## src/rtl/adder_pkg.sv

```systemverilog
// -----------------------------------------------------------------------------
// adder_pkg
// Purpose : shared constants and types for the registered ripple-carry adder.
// Contents: ADDER_WIDTH - default operand/sum width
//           operand_t   - operand type at the default width
// -----------------------------------------------------------------------------
package adder_pkg;

    localparam int ADDER_WIDTH = 4;

    typedef logic [ADDER_WIDTH-1:0] operand_t;

endpackage : adder_pkg

```

## src/rtl/adder_4bit_full_adder_cell.sv

```systemverilog
// -----------------------------------------------------------------------------
// full_adder_cell
// Purpose : single-bit full adder, one link of the ripple-carry chain.
// Ports   : a, b (in)  - operand bits
//           ci   (in)  - carry into this bit
//           s    (out) - sum bit
//           co   (out) - carry out of this bit
// -----------------------------------------------------------------------------
module full_adder_cell (
    input  logic a,
    input  logic b,
    input  logic ci,
    output logic s,
    output logic co
);

    logic w_p;  // propagate term, shared by sum and carry

    assign w_p = a ^ b;
    assign s   = w_p ^ ci;
    assign co  = (a & b) | (ci & w_p);

endmodule : full_adder_cell

```

## src/rtl/adder_4bit.sv

```systemverilog
// -----------------------------------------------------------------------------
// adder_4bit
// Purpose : registered ripple-carry adder. {cout, sum} = a + b + cin, with a
//           signed-overflow flag, one clock of latency.
// Ports   : clk       (in)  rising-edge clock
//           rst_n     (in)  asynchronous active-low reset
//           en        (in)  capture enable; operands sampled when high
//           a, b      (in)  WIDTH-bit operands (unsigned / two's complement)
//           cin       (in)  carry-in
//           sum       (out) registered (a + b + cin) mod 2^WIDTH
//           cout      (out) registered carry out of the MSB
//           ovf       (out) registered signed overflow (carry into MSB ^ cout)
//           out_valid (out) result strobe, see below
//
// Valid semantics: out_valid is a pure strobe with no ready. It is high for
// exactly the cycle after each edge on which en was sampled high, so a stream
// of back-to-back captures gives an unbroken out_valid. sum/cout/ovf hold their
// last captured values when out_valid is low.
// -----------------------------------------------------------------------------
module adder_4bit
    import adder_pkg::*;
#(
    parameter int WIDTH = ADDER_WIDTH
) (
    input  logic             clk,
    input  logic             rst_n,
    input  logic             en,
    input  logic [WIDTH-1:0] a,
    input  logic [WIDTH-1:0] b,
    input  logic             cin,
    output logic [WIDTH-1:0] sum,
    output logic             cout,
    output logic             ovf,
    output logic             out_valid
);

    // w_c[k] is the carry into bit k; w_c[WIDTH] is the carry out of the MSB.
    logic [WIDTH:0]   w_c;
    logic [WIDTH-1:0] w_sum;
    logic             w_ovf;

    assign w_c[0] = cin;

    for (genvar i = 0; i < WIDTH; i++) begin : g_cell
        full_adder_cell u_cell (
            .a  (a[i]),
            .b  (b[i]),
            .ci (w_c[i]),
            .s  (w_sum[i]),
            .co (w_c[i+1])
        );
    end

    // Two's-complement overflow: the carry into the sign bit disagrees with
    // the carry out of it.
    assign w_ovf = w_c[WIDTH-1] ^ w_c[WIDTH];

    logic [WIDTH-1:0] r_sum;
    logic             r_cout;
    logic             r_ovf;
    logic             r_valid;

    always_ff @(posedge clk or negedge rst_n) begin
        if (!rst_n) begin
            r_sum   <= '0;
            r_cout  <= 1'b0;
            r_ovf   <= 1'b0;
            r_valid <= 1'b0;
        end else begin
            r_valid <= en;
            if (en) begin
                r_sum  <= w_sum;
                r_cout <= w_c[WIDTH];
                r_ovf  <= w_ovf;
            end
        end
    end

    assign sum       = r_sum;
    assign cout      = r_cout;
    assign ovf       = r_ovf;
    assign out_valid = r_valid;

endmodule : adder_4bit

```

## config.mk

```make
export PLATFORM = sky130hd
export DESIGN_NAME = adder_4bit
export DESIGN_NICKNAME = d
export VERILOG_FILES = /design/src/rtl/adder_pkg.sv /design/src/rtl/adder_4bit_full_adder_cell.sv /design/src/rtl/adder_4bit.sv
export SDC_FILE = /design/constraint.sdc
export NUM_CORES = 1
export LEC_CHECK = 0
export ABC_AREA = 1
export CELL_PAD_IN_SITES_DETAIL_PLACEMENT = 1
export CELL_PAD_IN_SITES_GLOBAL_PLACEMENT = 2
export CORE_UTILIZATION = 20
export DETAILED_ROUTE_END_ITERATION = 10
export GPL_ROUTABILITY_DRIVEN = 0
export PLACE_DENSITY_LB_ADDON = 0.1
export REMOVE_ABC_BUFFERS = 1
export SYNTH_ARGS = -nofsm -noshare
export SYNTH_HDL_FRONTEND = slang
export SYNTH_SLANG_ARGS = --single-unit
export TNS_END_PERCENT = 1
```

## constraint.sdc

```tcl
create_clock -name clk -period 0.8 [get_ports clk]
set_input_delay 0.08 -clock clk [delete_from_list [all_inputs] [get_ports clk]]
set_output_delay 0.08 -clock clk [all_outputs]
set_load 0.005 [all_outputs]
```

# Word level (Yosys, flattened, before mapping)
# Cells that the tools add are included.
# totals
reg_bits	7
input_bits	12
out_inout_bits	7
elab_cells	25
# op_classes
bitwise	21
# ops
operator	n
$xor A1 B1 Y1	9
$and A1 B1 Y1	8
$or A1 B1 Y1	4

# Logic depth before layout (Yosys ltp)
# logic_depth
ltp_word	10
ltp_mapped	11
mapped_depth_nobuf	11

# By module
# Synthesis repeated with hierarchy kept, for this count alone.
# unflattened
cells_unflattened	33
hier_area_um2	344.1
# modules_own_cells
module	instances	cells_per_inst	area_each_um2	seq_area_each_um2
adder_4bit	1	29	264.0	175.2
full_adder_cell	4	1	20.0	0.0

# Worst setup path after synthesis
# OpenSTA, ideal clock, no wires.
# synth_timing
path_type	input port to flip-flop
from	input port a[0]
to	register r_sum[3] (netlist: sum[3])
setup_time_ns	0.076
t_arrival_ns	1.703
path_slack_ns	-0.979
cell_stages	8
path_buffers	0
path_cell_list	fa_1 -> inv_1 -> fa_1 -> inv_1 -> fa_1 -> inv_1 -> fa_1 -> o21ai_1
# synth_via
elab_chain_len	8
word_cells_on_any_way	9
# synth_rtl
item	line	rtl
from (decl)	adder_4bit.sv:28	input logic [WIDTH-1:0] a,
$xor A1 B1 Y1	adder_4bit_full_adder_cell.sv:19	assign w_p = a ^ b;
$and A1 B1 Y1	adder_4bit_full_adder_cell.sv:21	assign co = (a & b) | (ci & w_p);
$or A1 B1 Y1 *	adder_4bit_full_adder_cell.sv:21	
$and A1 B1 Y1 *	adder_4bit_full_adder_cell.sv:21	
$or A1 B1 Y1 *	adder_4bit_full_adder_cell.sv:21	
$and A1 B1 Y1 *	adder_4bit_full_adder_cell.sv:21	
$or A1 B1 Y1 *	adder_4bit_full_adder_cell.sv:21	
$xor A1 B1 Y1 *	adder_4bit_full_adder_cell.sv:20	assign s = w_p ^ ci;
to (signal assigned)	adder_4bit.sv:72	r_sum <= w_sum;
to (decl)	adder_4bit.sv:58	logic [WIDTH-1:0] r_sum;
# Mark *: on every way between the ends. The rest lies on a longest branch, timed or not.
# A chain may end at the register's enable or synchronous reset.

# Worst setup path in the final report
# Ends and elaborated chain as after synthesis.

==> metrics.cfg <==
[placed_design]
port_buffers=18
placed_cells=85
detailed_place_hpwl_microns=680
dpl-instance-area_sq_um=611

[status]
violations=design-rule violations, negative setup slack
status=finished with violations

[die]
initial_utilization_pct=21.2
core-area_sq_mm=0.00171
dieHeight_microns=44.5
die_w_microns=44.5
rows=15
boundaryPins=19
die-area_sq_mm=0.00198

[power]
power_density_mw_per_mm2=1720
internal_power_mw=0.782
pwr-share-clk_pct=30.1
vdd_drop_max_v=0.000577
p_sw_mw=0.301
seqPwrFrac_pct=39.9
power_frac_comb_pct=29.9
power_mw=1.08
leakage_nw=0.325
sw_frac_of_total_pct=27.8

[grt]
grt_max_degree=10
grt_antenna_before_repair=0
grt_pass1_vias=382
grt_pass1_wl_microns=1440
overflow=0
grt.total_usage_pct=10.6

[timing]
fin_worst_skew_ns=0
fin_crit_ns=1.65
whs_ns=0.0886
hold_viol=0
slew_violations=0
tightest_slew_ns=0.321
setup_viol=11
fin_ws_ns=-0.851
fmaxAchievable_ghz=0.606
relSlewSlack_pct=78.5
period_share_pct=206
rsz0062_at_grt=true

[synth]
synth_top_family_by_area=adder cells
yosysTopAreaCell=dfrtp_1
synth_mux_area_share_pct=0
yosys.area_share.adder_pct=22.1
synth_area_per_cell_sq_um=9.77
syn_area_sq_um=362
ys_ff_latch=7
yosys_most_used_dff=dfrtp_1
yosys_warnings=0
ys_async_sr_fraction_pct=100
synthXorXnorAreaFrac_pct=0
syn_inst=37
synth_top_area_share_pct=48.4
synthSimpleGateAreaFrac_pct=14.9
synth_compound_area_share_pct=5.19
synthTopCellsByArea=dfrtp_1 48%, fa_1 22%, nand2_1 13%
synth-edff-count=0
synth_common_cells=13 x nand2_1, 8 x inv_1, 7 x dfrtp_1
synth.most_common_cell=nand2_1
ys_seq_area_share_pct=48.4
synthDistinctLibCells=8

[finish]
finalInstanceArea_sq_um=631
layout-area-overhead-vs-synth_pct=74.4
diodes=0
nNetsFinal=83
drive_gt1_share_pct=51.5
layoutNonFillerInstCount=91
final_core_util_pct=36.9

[route]
dr_wl_met3_microns=44
ant_nets=0
drt-initial-drc-count=8
wl_met1_microns=357
wl_per_cell_microns=9.27
dr.pass1.iters=7
routed_wl_microns=844
top_layer=met3
drc_errors=2
vias=346
viasPerCell=3.80
wl_met2_microns=442

[clock_tree]
clk_transition_reported_paths_ns=0.05
cts_hold_buf=0
cts.sinks=7
clk_path_buf_depth=2
insertion_delay_ns=0.25
cts-root-buf=clkbuf_4
numCtsBuffers=3
cts_tree=yes
h-tree-depth=1

[setup_path]
arrival_ns=1.83
critPathLaunch=a[0]
end_kind=flop
cp-start-kind=input pin
r2r_start=cout$_DFFE_PN0P_
crit_type=input pin to flop
crit_fanout=2
crit_required_ns=0.98

[min_path]
hp-class=input pin to async pin

[flow_run]
drv_cap=0

==> logic make-up after synthesis <==
logic type	Yosys count
adders and majority gates	4
buffers and inverters	9
DFF	7
AOI/OAI and AO/OA	3
and+or+nand+nor	14
==> cell usage in the layout (no fill, tap or decap) <==
master           instances
inv_2                    6
nand2_2                  1
o21ai_2                  2
dlygate4sd2_1            2
nand2_1                 12
clkbuf_2                 6
dfrtp_1                  7
clkbuf_1                 1
fa_2                     4
clkdlybuf4s50_1          6
nand3_2                  1
inv_1                    3
buf_2                    3
clkbuf_4                 3
buf_6                    2
o21ai_1                  1
buf_4                    6
==> what timing repair did <==
item                                    4_1_cts  5_1_grt
buffers inserted                              1        1
pin swaps                                    10        2
resized for setup                            41        8
endpoints found under the setup margin       13       12
==> sequential cells by signal, indices dropped and copies added (netlist names) <==
signal and cells:
cout 1, sum 4, ovf 1, out_valid 1
==> layout make-up <==
type | instances | area [sq um]
fillers | 210 | 1080
repair buffers | 25 | 190
flip-flops and latches | 7 | 175
multi-input cells | 21 | 174
inverters | 9 | 33.8
well taps | 25 | 31.3
clock buffers | 4 | 26.3
==> stage by stage <==
step | setup WS, ns | setup TNS [ns]
floorplan | -0.979 | -3.54
global placement | -1.50 | -7.32
detailed placement | -1.55 | -7.71
CTS | -0.873 | -3.83
global route | -0.915 | -3.70
finish | -0.851 | -3.12
==> power by group through the flow <==
stage	Clock [mW]	Sequential (mW)	Combinational, mW
global route	0.359	0.440	0.371
finish	0.326	0.432	0.324
global placement	0	0.435	0.333
CTS	0.334	0.434	0.338
detailed placement	0	0.440	0.346
floorplan	0	0.441	0.0964
==> routing by layer <==
metal	GRT usage, %	up-vias
met5	0	-
met4	10.9	0
met3	1.22	0
met2	17.4	15
met1	11.4	167
li1	-	164
==> final timing paths <==
path | cells after the start | endpoint | slack, ns
max in group asynchronous | 1 | sum[1]$_DFFE_PN0P_ | 0.47
worst max-delay path | 9 | sum[3]$_DFFE_PN0P_ | -0.85
worst min-delay path | 1 | ovf$_DFFE_PN0P_ | 0.09
worst min register to register | 2 | ovf$_DFFE_PN0P_ | 0.48
worst max register to register | 3 | cout$_DFFE_PN0P_ | 0.08
min in group clk | 4 | sum[0]$_DFFE_PN0P_ | 0.23
==> critical path, cell delays in order <==
cell,delay (ns)
buf_6,0.09
fa_2,0.37
inv_2,0.07
fa_2,0.19
inv_2,0.04
fa_2,0.35
inv_2,0.09
fa_2,0.43
o21ai_1,0.12
Power figures use the tool's default switching activity.
